<file path="config.mk">
export PLATFORM = sky130hd
export DESIGN_NAME = midi_uart_tx
export DESIGN_NICKNAME = d
export VERILOG_FILES = /design/src/rtl/midi_uart_tx_pkg.sv /design/src/rtl/midi_baud_tick.sv /design/src/rtl/midi_uart_tx.sv
export SDC_FILE = /design/constraint.sdc
export NUM_CORES = 1
export LEC_CHECK = 0
export CAP_MARGIN = 15
export CORE_ASPECT_RATIO = 0.7
export CORE_MARGIN = 8
export CORE_UTILIZATION = 55
export CTS_CLUSTER_SIZE = 12
export DETAILED_ROUTE_END_ITERATION = 6
export PLACE_DENSITY_LB_ADDON = 0.15
export SYNTH_ARGS = -nofsm -noshare
export SYNTH_HDL_FRONTEND = slang
export SYNTH_SLANG_ARGS = --single-unit
</file>
<file path="constraint.sdc">
create_clock -name clk -period 6.8 [get_ports clk]
set_clock_uncertainty 0.15 [all_clocks]
set_input_delay 1.36 -clock clk [delete_from_list [all_inputs] [get_ports clk]]
set_output_delay 1.36 -clock clk [all_outputs]
set_load 0.05 [all_outputs]
</file>
<file path="src/rtl/midi_uart_tx_pkg.sv">
// Shared definitions for the MIDI OUT transmitter: default divider, frame size
// and transmitter state encodings.
package midi_uart_tx_pkg;

  localparam int unsigned MIDI_BAUD_DIV_1MHZ = 32;
  localparam int unsigned FRAME_BITS         = 10;

  typedef enum logic [1:0] {
    ST_IDLE  = 2'd0,
    ST_START = 2'd1,
    ST_DATA  = 2'd2,
    ST_STOP  = 2'd3
  } tx_state_e;

  // Counter width for a modulus of n, never narrower than one bit.
  function automatic int unsigned cnt_width(input int unsigned n);
    return (n <= 2) ? 1 : $clog2(n);
  endfunction

endpackage

</file>
<file path="src/rtl/midi_baud_tick.sv">
// Bit-period counter: counts 0..CLK_DIV-1 while enabled and flags the last
// cycle of each bit period. Shared with the MIDI receiver.
module midi_baud_tick #(
  parameter int unsigned CLK_DIV = 32
) (
  input  logic clk,
  input  logic reset,
  input  logic restart,
  input  logic en,
  output logic tick_c
);

  localparam int unsigned CW = $clog2(CLK_DIV);
  localparam logic [CW-1:0] TERM = CW'(CLK_DIV - 1);

  logic [CW-1:0] cnt;

  // Terminal compare stays explicit so non-power-of-two dividers wrap correctly.
  always_ff @(posedge clk or posedge reset) begin
    if (reset) begin
      cnt <= '0;
    end else if (restart) begin
      cnt <= '0;
    end else if (en) begin
      if (cnt == TERM) cnt <= '0;
      else             cnt <= cnt + CW'(1);
    end
  end

  assign tick_c = en && (cnt == TERM);

endmodule

</file>
<file path="src/rtl/midi_uart_tx.sv">
// MIDI OUT serialiser: single holding register feeding an 8N1 shifter, with
// 6850-style TDRE and sticky overrun status.
module midi_uart_tx
  import midi_uart_tx_pkg::*;
#(
  parameter int unsigned CLK_DIV    = MIDI_BAUD_DIV_1MHZ,
  parameter int unsigned DATA_WIDTH = 8
) (
  input  logic                  clk,
  input  logic                  reset,
  input  logic [DATA_WIDTH-1:0] din,
  input  logic                  wr,
  input  logic                  ovr_clr,
  output logic                  tx,
  output logic                  tdre,
  output logic                  busy,
  output logic                  ovr
);

  localparam int unsigned BW = cnt_width(DATA_WIDTH);

  tx_state_e             state, state_d;
  logic [DATA_WIDTH-1:0] hold, hold_d;
  logic [DATA_WIDTH-1:0] shift, shift_d;
  logic [BW-1:0]         bit_cnt, bit_cnt_d;
  logic                  tx_d, tdre_d, busy_d, ovr_d;
  logic                  tick_c, restart_c, load_c;

  midi_baud_tick #(.CLK_DIV(CLK_DIV)) u_baud (
    .clk     (clk),
    .reset   (reset),
    .restart (restart_c),
    .en      (state != ST_IDLE),
    .tick_c  (tick_c)
  );

  always_ff @(posedge clk or posedge reset) begin
    if (reset) begin
      state   <= ST_IDLE;
      hold    <= '0;
      shift   <= '0;
      bit_cnt <= '0;
      tx      <= 1'b1;
      tdre    <= 1'b1;
      busy    <= 1'b0;
      ovr     <= 1'b0;
    end else begin
      state   <= state_d;
      hold    <= hold_d;
      shift   <= shift_d;
      bit_cnt <= bit_cnt_d;
      tx      <= tx_d;
      tdre    <= tdre_d;
      busy    <= busy_d;
      ovr     <= ovr_d;
    end
  end

  always_comb begin
    state_d   = state;
    hold_d    = hold;
    shift_d   = shift;
    bit_cnt_d = bit_cnt;
    tx_d      = tx;
    tdre_d    = tdre;
    busy_d    = busy;
    ovr_d     = ovr;
    restart_c = 1'b0;
    load_c    = 1'b0;

    // A dropped write outranks a same-cycle clear.
    if (ovr_clr) ovr_d = 1'b0;
    if (wr) begin
      if (tdre) begin
        hold_d = din;
        tdre_d = 1'b0;
      end else begin
        ovr_d = 1'b1;
      end
    end

    case (state)
      ST_IDLE: begin
        if (!tdre) load_c = 1'b1;
      end
      ST_START: begin
        if (tick_c) begin
          state_d = ST_DATA;
          tx_d    = shift[0];
        end
      end
      ST_DATA: begin
        if (tick_c) begin
          shift_d = shift >> 1;
          if (bit_cnt == BW'(DATA_WIDTH - 1)) begin
            state_d   = ST_STOP;
            bit_cnt_d = '0;
            tx_d      = 1'b1;
          end else begin
            bit_cnt_d = bit_cnt + BW'(1);
            tx_d      = shift_d[0];
          end
        end
      end
      ST_STOP: begin
        // The next start bit follows the stop bit with no idle gap.
        if (tick_c) begin
          if (!tdre) begin
            load_c = 1'b1;
          end else begin
            state_d = ST_IDLE;
            busy_d  = 1'b0;
          end
        end
      end
      default: state_d = ST_IDLE;
    endcase

    if (load_c) begin
      shift_d   = hold;
      tdre_d    = 1'b1;
      busy_d    = 1'b1;
      tx_d      = 1'b0;
      state_d   = ST_START;
      restart_c = 1'b1;
    end
  end

endmodule

</file>
### After elaboration in Yosys (flattened, before gate mapping)

Index checks and enable logic that the tools add are counted.

| storage, ports and cells | value |
|---|---|
| output and inout bits | 4 |
| input port bits | 12 |
| logic and storage cells | 70 |
| flip-flop bits (word level) | 30 |

| operators by class | value |
|---|---|
| muxes and demuxes | 32 |
| add/sub/neg operators | 2 |
| eq/ne operators | 10 |
| reductions and logical operators | 17 |

Operator list:

| cell | number |
|---|---|
| two-way mux 8 bit | 3 |
| two-way mux 1 bit | 16 |
| two-way mux 5 bit | 3 |
| inequality test 3 bit, second input constant | 5 |
| nonzero test 2 bit | 7 |
| two-way mux 2 bit | 6 |
| case mux 2 bit (3 select lines) | 1 |
| AND reduction 2 bit | 3 |
| AND reduction 3 bit | 2 |
| AND reduction 6 bit | 1 |
| adder 5 x 1 -> 5 bit, second input constant | 1 |
| equality test 5 bit, second input constant | 1 |
| equality test 2 bit, second input constant | 2 |
| case mux 1 bit (2 select lines) | 2 |
| nonzero test 4 bit | 1 |
| adder 3 x 1 -> 3 bit, second input constant | 1 |
| equality test 3 bit, second input constant | 1 |
| two-way mux 3 bit | 1 |
| nonzero test 3 bit | 1 |
| equality test 2 x 1 -> 1 bit, second input constant | 1 |
| zero test 2 bit | 1 |
| logical AND 1 bit | 1 |

### Longest topological paths before layout

Gate-level depths: netlist of run 1.

| depth | value |
|---|---|
| depth in word-level cells | 6 |
| depth in mapped cells | 8 |
| gate-level depth less buffers | 7 |

### Modules after synthesis

Synthesis of run 1 repeated with hierarchy kept, for this count alone.

| unflattened totals | value |
|---|---|
| cell total of the unflattened synthesis | 122 |
| area total of the unflattened synthesis | 1510.2 sq um |

By module, submodules not included:

| module | times used | area each (sq um) | seq. area each (sq um) | cells each |
|---|---|---|---|---|
| midi_uart_tx | 1 | 1226.2 | 628.1 | 95 |
| midi_baud_tick | 1 | 284.0 | 125.1 | 27 |

### Least setup slack after synthesis of run 1

Ideal clock, no wire load.

| timing | value |
|---|---|
| path type | reg-to-reg |
| start point | register u_baud.cnt[0] |
| end point | register shift[0] |
| slack | 4.550 ns |
| data arrival time | 1.976 ns |
| buffers on the path | 1 |
| clock period less this slack | 2.250 ns |
| required time | 6.525 ns |
| library setup time | 0.125 ns |
| stages on the path, launching flop included | 9 |
| cell sequence | dfrtp_1 ha_1 and3_1 ha_1 a21oi_2 nor3_4 buf_6 mux2_4 mux2_2 |

| between the ends | value |
|---|---|
| cells in the longest elaborated chain, start to end | 6 |
| elaborated cells on any way between the ends | 8 |
| classes of those cells | eq/ne: 1; mux: 3; reduce/logical: 4 |

RTL lines:

| element | line | source |
|---|---|---|
| from (decl) | midi_baud_tick.sv:16 | `logic [CW-1:0] cnt;` |
| from (signal assigned) | midi_baud_tick.sv:26 | `else cnt <= cnt + CW'(1);` |
| equality test 5 bit (*) | midi_baud_tick.sv:30 | `assign tick_c = en && (cnt == TERM);` |
| logical AND 1 bit (*) | midi_baud_tick.sv:30 |  |
| two-way mux 1 bit | midi_uart_tx.sv:107 | `if (tick_c) begin` |
| case mux 1 bit (2 select lines) | midi_uart_tx.sv:82 | `case (state)` |
| nonzero test 2 bit (no line) | - |  |
| AND reduction 2 bit (no line) | - |  |
| to (signal assigned) | midi_uart_tx.sv:50 | `shift <= shift_d;` |
| to (decl) | midi_uart_tx.sv:24 | `logic [DATA_WIDTH-1:0] shift, shift_d;` |

Every way passes the cells marked *; elsewhere a longest branch is shown, timed or not.
A chain may end at the register's enable or synchronous reset.

### Worst setup path after layout of run 1

| timing | value |
|---|---|
| start point | register tdre |
| end point | output port tdre |

RTL lines:

| element | line | source |
|---|---|---|
| from (decl) | midi_uart_tx.sv:15 | `output logic tdre,` |
| from (signal assigned) | midi_uart_tx.sv:53 | `tdre <= tdre_d;` |

No word-level cell between the ends.

==> out/qor.csv, run 1 <==
metric,value,unit
ir_worst_vdd,0.000230,V
core_area,2740,um^2
crit_path_start_kind,flip-flop,
tritoncts,built,
syn_inst,134,
dieArea,4820,um^2
seqCellArea,753,um^2
synth_top_cell_by_area,dfrtp_1,
fin_setup_tns,0,ns
path_max_fanout,13,
final.min_clock_period,3.32,ns
grt_antenna_before_repair,0,
cp-end-kind,output pin,
drtIter0Drc,128,
ctsResizeCount,0,
via_per_inst,5.67,
drt-total-wl,2.87,mm
avgRoutedWirePerCell,15.1,um
p_comb_share,45.6,%
crit_chain,clkdlybuf4s50_1,
swShare,37.3,%
critical_path_required,5.29,ns
fin_cells,190,
start_util,56.8,%
design_area,1850,um^2
use_met2,21.2,%
path_buf_inv,1,
ys_types,34,
post-route-period-util,48.8,%
die_h,60.5,um
fp.dieW,79.6,um
grt.total_usage,13.5,%
io_pins,16,
cts_hold_buffers,0,
crit_path_max_incr_delay,0.85,ns
clk_pin_slew,0.06,ns
cts_buffer_depth,2,
areaGrowthSynthToFinish,18.5,%
power.internal,0.000525,W
run_status,completed,
yosys.area.top_type_share,44.9,%
placed_area,1730,um^2
dr.pass1.iters,4,
rows,16,
vias,1078,
sequentialPowerShare,36.9,%
grt-busiest-layer,met2,
cts_inserted_buffers,5,
clock_sinks,30,
cap_violations,0,
p_clk_share,17.5,%
report.final.slew_viol_count,0,
crit_family,buffers and inverters,
synth.avg_cell_area,11.6,um^2
power_density,453,nW/um^2
leakage,0.844,nW
drive_above_1_share,24.0,%
setup_violations,0,
n_antenna_cell,0,
yosysSeqAreaShare,48.3,%
grtUsageMet1,16.3,%
max_slew.worst_pin.slew,0.703,ns
rsz0062_at_grt,false,
fill_cells,209,
switchingPower,0.000312,W
cp_slowest_cell,clkdlybuf4s50_1,
insertion_delay,0.28,ns
grt_overflow_total,0,
placement.io_buffers,15,
relSlewSlack,53.0,%
ys_ff_latch,30,
worstSetupPathType,reg -> out,
synth_area_leaders,"dfrtp_1 (45%), mux2_2 (14%), ha_1 (6.4%)",
drc,0,
gp_congestion,0.789,
total_power,0.000837,W
finalNetCount,173,
grt_pass1_vias,1066,
postRouteAntennaNets,0,
fin_ws,3.48,ns
fmax,301,MHz
met3_usage,4.44,%
post_cts_buffers,0,
hold_class,reg -> reg,
multi_input_area,757,um^2
grt_max_degree,31,
hold_viol_final,0,
preCtsSetupSlack,3.79,ns
syn_nets,154,
post-place-cells,181,
grt_pass1_wl,4.94,mm
dp_hpwl,2.01,mm
h-tree-depth,2,
root_buffer,clkbuf_8,
syn-cell-area,1560,um^2
crit_arrival,1.81,ns
yosysWarnings,0,
[path summary, 6_finish.rpt]
| path | startpoint | to | slack (ns) | cells after the start |
|---|---|---|---|---|
| worst max-delay path | tdre | tdre | 3.48 | 1 |
| worst min register to register | bit_cnt[1] | bit_cnt[1] | 0.34 | 2 |
| max in group asynchronous | reset | tx | 4.59 | 3 |
| min in group asynchronous | reset | shift[7] | 1.31 | 2 |
| worst min-delay path | bit_cnt[1] | bit_cnt[1] | 0.34 | 2 |
| worst max register to register | u_baud.cnt[0] | shift[6] | 4.13 | 7 |
[through the flow]
step	hold slack [ns]	utilization [%]
2_1_floorplan	0.304	-
3_3_place_gp	0.318	63.0
3_5_place_dp	0.335	63.0
4_1_cts	0.352	66.3
5_1_grt	0.374	67.3
6_report	0.343	67.3
[cell usage after synthesis (all sizes together)]
cell / instances
a211o: 1
a21boi: 1
a21o: 4
a21oi: 8
a221o: 1
a22o: 2
a2bb2oi: 1
and3: 1
buf: 4
dfrtp: 28
dfstp: 2
ha: 8
inv: 6
mux2: 23
mux2i: 1
nand2: 9
nand2b: 4
nand3: 7
nand3b: 1
nor2: 3
nor2b: 3
nor3: 2
nor4: 1
o21ai: 6
o22ai: 2
o31a: 1
o31ai: 2
or3: 1
or3b: 1
[final cells by class]
cell class	count	area share (%)
flip-flops and latches	30	40.8
clock buffers	7	4.67
repair buffers	16	9.62
multi-input cells	94	41.0
inverters	6	1.22
clock inverters	1	0.271
well taps	36	2.44
[power by group through the flow]
stage | registers [W] | logic [W] | clock network, W
6_report | 0.000309 | 0.000381 | 0.000146
5_1_grt | 0.000321 | 0.000414 | 0.000161
3_3_place_gp | 0.000305 | 0.000367 | 0
4_1_cts | 0.000308 | 0.000382 | 0.000150
2_1_floorplan | 0.000326 | 0.000285 | 0
3_5_place_dp | 0.000310 | 0.000382 | 0
[placed cells by master, fill, tap and decap left out, types with 4 or more instances in the layout]
cell type,instances
dfrtp_1,28
mux2_2,20
clkdlybuf4s50_1,15
nand2_1,9
ha_1,8
a21oi_1,7
nand3_1,7
inv_1,6
clkbuf_8,6
o21ai_0,5
a21o_1,4
nand2b_1,4
[sequential cells by signal (all words and copies together), names as in the netlist]
name	count
u_baud.cnt	5
tdre	1
busy	1
tx	1
ovr	1
bit_cnt	3
shift	8
state	2
hold	8
[logic make-up after synthesis]
group,Yosys count,synth area share (%)
simple gates,33,11.6
fa+ha+maj,8,6.42
flops,30,48.3
compound gates,29,12.6
buf+inv,10,3.13
mux,24,18.0
[metal layers]
| metal | share of wire [%] | wire, um |
|---|---|---|
| met5 | 0 | 0 |
| met4 | 1.0 | 29 |
| met3 | 4.5 | 128 |
| met2 | 48 | 1380 |
| met1 | 46 | 1330 |
No activity file was read; power rests on OpenSTA's default activity.
==> run 2, diff against run 1 <==
==> constraint.sdc (replaced) <==
create_clock -name clk -period 3.35 [get_ports clk]
set_clock_uncertainty 0.15 [all_clocks]
set_input_delay 0.67 -clock clk [delete_from_list [all_inputs] [get_ports clk]]
set_output_delay 0.67 -clock clk [all_outputs]
set_load 0.05 [all_outputs]
==> run 2 against run 1 <==
  * Register-to-register slack got worse by 3.4 ns
  * Hold slack improved by 0.0057 ns
  * Via count rose by 0.46%
  * Die area did not move
  * Clock-buffer cell count did not move
  * Largest power group unchanged
  * Global-route usage rose by 0.70 points
  * Power rose by 100%
  * Final area fell by 0.68%
  * Final cell count rose by 0.53%
  * First-iteration DRC count fell by 32%
  * Clock power rose by 100%
  * Non-clock buffer count rose by 1
==> out/qor.csv, run 2 (synthesis results as in run 1) <==
metric,value,unit,change
cp-end-kind,output pin,,
die_h,60.5,um,unchanged
crit_chain,clkdlybuf4s50_1,,
leakage,0.841,nW,-0.31%
avgRoutedWirePerCell,15.2,um,+0.31%
rows,16,,unchanged
maxUsedRoutingLayer,met4,,
route.met3.wl,126,um,-1.6%
drive_above_1_share,24.5,%,+0.49 points
ctsResizeCount,0,,unchanged
crit_family,buffers and inverters,,
post_cts_buffers,0,,unchanged
areaGrowthSynthToFinish,17.7,%,
n_antenna_cell,0,,unchanged
setup_violations,0,,unchanged
drtIter0Drc,87,,-32%
final_cell_mix,"dfrtp_1 (28), mux2_2 (20), clkdlybuf4s50_1 (15), nand2_1 (9), ha_1 (8)",,
preCtsSetupSlack,0.751,ns,-3.04 ns
path_max_fanout,13,,unchanged
insertion_delay,0.28,ns,about the same
grt.total_usage,14.2,%,+0.70 points
total_power,0.00171,W,+100%
grt_overflow_total,0,,unchanged
grt_pass1_vias,1185,,+11%
fin_setup_tns,0,ns,unchanged
cp_slowest_cell,clkdlybuf4s50_1,,
root_buffer,clkbuf_8,,
path_buf_inv,1,,unchanged
hold_viol_final,0,,unchanged
cts_inserted_buffers,5,,unchanged
final_common_cell,dfrtp_1,,
io_pins,16,,unchanged
via_per_inst,5.67,,about the same
top_regs,"hold: 8 flops, shift: 8 flops, u_baud.cnt: 5 flops",,
grt_antenna_before_repair,0,,unchanged
wl_met2,1.42,mm,+2.8%
max_slew.worst_pin.slew,0.641,ns,-0.0623 ns
report.final.slew_viol_count,0,,unchanged
fill_cells,193,,-7.7%
post-route-period-util,79.1,%,
h-tree-depth,2,,unchanged
worstSetupPathType,reg -> out,,
crit_path_start_kind,flip-flop,,
drt-total-wl,2.90,mm,+0.84%
hold_class,reg -> reg,,
dp_hpwl,2.10,mm,+4.9%
gp_congestion,0.787,,-0.28%
fin_ws,0.700,ns,-2.78 ns
dr.pass1.iters,4,,unchanged
postRouteAntennaNets,0,,unchanged
tritoncts,built,,
crit_arrival,1.83,ns,+0.02 ns
relSlewSlack,57.1,%,+4.2 points
power_density,930,nW/um^2,+110%
clk_pin_slew,0.06,ns,about the same
cts_hold_buffers,0,,unchanged
cts_buffer_depth,2,,unchanged
run_status,completed,,
post-place-cells,183,,+1.1%
finalNetCount,174,,+0.58%
fin_cells,191,,+0.53%
vias,1083,,+0.46%
clock_sinks,30,,unchanged
cap_violations,0,,unchanged
ir_worst_vdd,0.000455,V,+98%
drc,0,,unchanged
start_util,56.8,%,unchanged
rsz0062_at_grt,false,,
grt_pass1_wl,5.24,mm,+6.2%
crit_path_max_incr_delay,0.86,ns,about the same
fmax,377,MHz,
rrSetupSlack,0.70,ns,-3.43 ns
final.min_clock_period,2.65,ns,
critical_path_required,2.53,ns,-2.76 ns
placement.io_buffers,15,,unchanged
met1Wirelength,1.30,mm,-2.5%
fp.dieW,79.6,um,unchanged
grt_max_degree,31,,unchanged
core_area,2740,um^2,unchanged
dieArea,4820,um^2,unchanged
[run 2: cell types whose count changed in the layout (fill, tap and decap cells not counted)]
cell | previous run | this run
buf_4 | 0 | 2
buf_16 | 1 | 0
[run 2: through the flow]
| stage | hold slack [ns] | cell area [um^2] | utilization (%) |
|---|---|---|---|
| finish | 0.349 | 1830 | 66.9 |
| global route | 0.360 | 1830 | 66.9 |
| CTS | 0.354 | 1830 | 66.9 |
| detailed placement | 0.335 | 1740 | 63.5 |
| global placement | 0.318 | 1740 | 63.5 |
| floorplan | 0.304 | 1560 | - |
[run 2: final cells by class]
cell class,count,area [um^2],area share [%]
clock buffer,7,86.3,4.71
clock inverter,1,5.00,0.273
inverter,6,22.5,1.23
multi-input combinational,94,757,41.3
sequential,30,753,41.1
tap,36,45.0,2.46
timing repair buffer,17,165,9.00
[run 2: per-layer routing]
metal	track usage, %	up-vias
li1	-	527
met1	15.3	530
met2	24.3	19
met3	4.73	7
met4	8.14	0
met5	0	-
[run 2: final timing paths]
check | startpoint | endpoint | cells past startpoint
worst max-delay path | tdre | tdre | 1
worst min-delay path | hold[7] | shift[7] | 1
worst max register to register | u_baud.cnt[0] | shift[4] | 7
worst min register to register | hold[7] | shift[7] | 1
max in group asynchronous | reset | tx | 3
min in group asynchronous | reset | u_baud.cnt[1] | 3
[run 2: where the power goes]
group / internal, W / total (W) / switching [W]
clock network: 0.000165 / 0.000297 / 0.000132
registers: 0.000520 / 0.000628 / 0.000108
logic: 0.000384 / 0.000780 / 0.000396
total: 0.00107 / 0.00171 / 0.000636
==> run 3, diff against run 2 <==
--- a/config.mk
+++ b/config.mk
@@ -8,7 +8,7 @@
 export CAP_MARGIN = 15
 export CORE_ASPECT_RATIO = 0.7
 export CORE_MARGIN = 8
-export CORE_UTILIZATION = 55
+export CORE_UTILIZATION = 50
 export CTS_CLUSTER_SIZE = 12
 export DETAILED_ROUTE_END_ITERATION = 6
 export PLACE_DENSITY_LB_ADDON = 0.15
==> constraint.sdc (replaced) <==
create_clock -name clk -period 2.3 [get_ports clk]
set_clock_uncertainty 0.15 [all_clocks]
set_input_delay 0.46 -clock clk [delete_from_list [all_inputs] [get_ports clk]]
set_output_delay 0.46 -clock clk [all_outputs]
set_load 0.05 [all_outputs]
==> run 3 against run 2 <==
  * Final cell count increased by 9.9%
  * Global-route usage decreased by 1.1 points
  * Worst setup slack got worse by 0.67 ns
  * Non-clock buffer count increased by 16
  * Register-to-register slack got worse by 0.67 ns
  * Core utilization decreased by 1.3 points
==> out/qor.csv, run 3 (synthesis results as in run 1) <==
metric,value,unit,change
run_status,completed,,
tritoncts,built,,
leakage,0.949,nW,+13%
cts_buffer_depth,2,,unchanged
crit_arrival,2.28,ns,+0.45 ns
core_area,3060,um^2,+12%
fin_hold_ws,0.352,ns,+0.00341 ns
finalNetCount,191,,+9.8%
fin_cells,210,,+9.9%
relSlewSlack,66.5,%,+9.4 points
cp-end-kind,flip-flop,,
start_util,50.9,%,-5.9 points
fin_ws,0.0338,ns,-0.667 ns
die_h,62.7,um,+3.6%
grt_pass1_vias,1152,,-2.8%
ir_worst_vdd,0.000642,V,+41%
gp_congestion,0.854,,+8.6%
vias,1130,,+4.3%
fin_setup_tns,0,ns,unchanged
worstSetupPathType,reg -> reg,,
clk_pin_slew,0.06,ns,about the same
report.final.slew_viol_count,0,,unchanged
avgRoutedWirePerCell,14.5,um,-4.3%
areaGrowthSynthToFinish,28.8,%,
reg2reg_from,u_baud.cnt[0],,
hold_end,shift[7],,
worstHoldPathCells,1,,unchanged
final_common_cell,dfrtp_1,,
grt_overflow_total,0,,unchanged
r2r_cells,9,,+2
top_regs,"hold: 8 flops, shift: 8 flops, u_baud.cnt: 5 flops",,
dp_hpwl,2.09,mm,-0.53%
io_pins,16,,unchanged
power_density,1370,nW/um^2,+47%
grt_pass1_wl,5.30,mm,+1.0%
rows,17,,+1
root_buffer,clkbuf_8,,
n_antenna_cell,0,,unchanged
hold_viol_final,0,,unchanged
placement.io_buffers,15,,unchanged
grt.total_usage,13.1,%,-1.1 points
rrSetupSlack,0.03,ns,-0.67 ns
max_slew.worst_pin.slew,0.501,ns,-0.140 ns
drc,0,,unchanged
hold_start,shift[7],,
insertion_delay,0.28,ns,about the same
drive_above_1_share,34.3,%,+9.8 points
preCtsSetupSlack,-0.0302,ns,-0.782 ns
postRouteAntennaNets,0,,unchanged
grt_antenna_before_repair,0,,unchanged
rr_endpoint,shift[1],,
cap_violations,0,,unchanged
final_core_util,65.6,%,-1.3 points
path_max_fanout,8,,-5
clock_sinks,30,,unchanged
fp.dieW,82.7,um,+3.9%
crit_path_start_kind,flip-flop,,
grt_max_degree,31,,unchanged
post-route-period-util,98.5,%,
drt-total-wl,3.05,mm,+5.2%
h-tree-depth,2,,unchanged
dieArea,5190,um^2,+7.6%
final_cell_mix,"dfrtp_1 (28), buf_4 (19), mux2_2 (16), clkdlybuf4s50_1 (13), nand2_1 (9)",,
via_per_inst,5.38,,-5.1%
hold_class,reg -> reg,,
dr.pass1.iters,4,,unchanged
drtIter0Drc,67,,-23%
fmax,441,MHz,
post-place-cells,199,,+8.7%
setup_violations,0,,unchanged
final.min_clock_period,2.27,ns,
cts_inserted_buffers,5,,unchanged
critical_path_required,2.31,ns,-0.22 ns
run 3: cell types whose count changed in the layout (fill, tap and decap cells not counted), sizes merged:
| cell | previous run | this run |
|---|---|---|
| buf | 2 | 20 |
| clkdlybuf4s50 | 15 | 13 |
| clkbuf | 7 | 6 |
| clkinv | 1 | 2 |
| nor3 | 2 | 3 |
run 3: report_power, final:
part           internal, W  total, W  switching (W)
registers         0.000758  0.000903       0.000146
logic             0.000763   0.00144       0.000674
clock network     0.000209  0.000407       0.000198
total              0.00173   0.00275        0.00102
run 3: critical path, cell delays in order (launching register included):
cell	delay (ns)
dfrtp_1	0.39
ha_1	0.21
and3_1	0.18
ha_2	0.19
buf_4	0.15
nor2b_1	0.15
a21o_1	0.19
o21ai_4	0.08
buf_12	0.14
mux2_2	0.32
run 3: layer usage:
metal	track usage [%]	part of all wire [%]	vias to the layer above
met5	0	0	-
met4	7.73	2.1	0
met1	17.1	50	546
li1	-	-	562
met3	4.45	3.6	7
met2	18.1	45	15
run 3: repair_timing:
item | CTS | global route
cloned | 1 | 0
pin swaps | 1 | 2
buffers inserted | 0 | 2
hold buffers | 0 | 0
endpoints found under the setup margin | 7 | 8
gates resized for setup | 3 | 6
run 3: cell type report:
class | instances | area [um^2]
fill | 234 | 1050
multi-input combinational | 95 | 810
sequential | 30 | 753
timing repair buffer | 33 | 293
clock buffer | 6 | 72.6
tap | 38 | 47.5
inverter | 6 | 22.5
clock inverter | 2 | 10.0
run 3: stage by stage:
step                      total power, W  instance area [um^2]
after floorplan                  0.00181                  1560
after global placement           0.00215                  1850
after detailed placement         0.00219                  1850
after CTS                        0.00268                  1960
after global routing             0.00294                  2010
final                            0.00275                  2010
run 3: worst max path at each step:
| stage | endpoint | slack [ns] | cells past startpoint | startpoint |
|---|---|---|---|---|
| final | shift[1] | 0.03 | 9 | u_baud.cnt[0] |
| after floorplan | shift[0] | 0.05 | 8 | u_baud.cnt[0] |
| after detailed placement | shift[4] | -0.03 | 7 | u_baud.cnt[0] |
| after global placement | shift[3] | 0.02 | 7 | u_baud.cnt[0] |
| after CTS | shift[0] | 0.02 | 8 | u_baud.cnt[0] |
| after global routing | shift[6] | -0.02 | 9 | u_baud.cnt[0] |
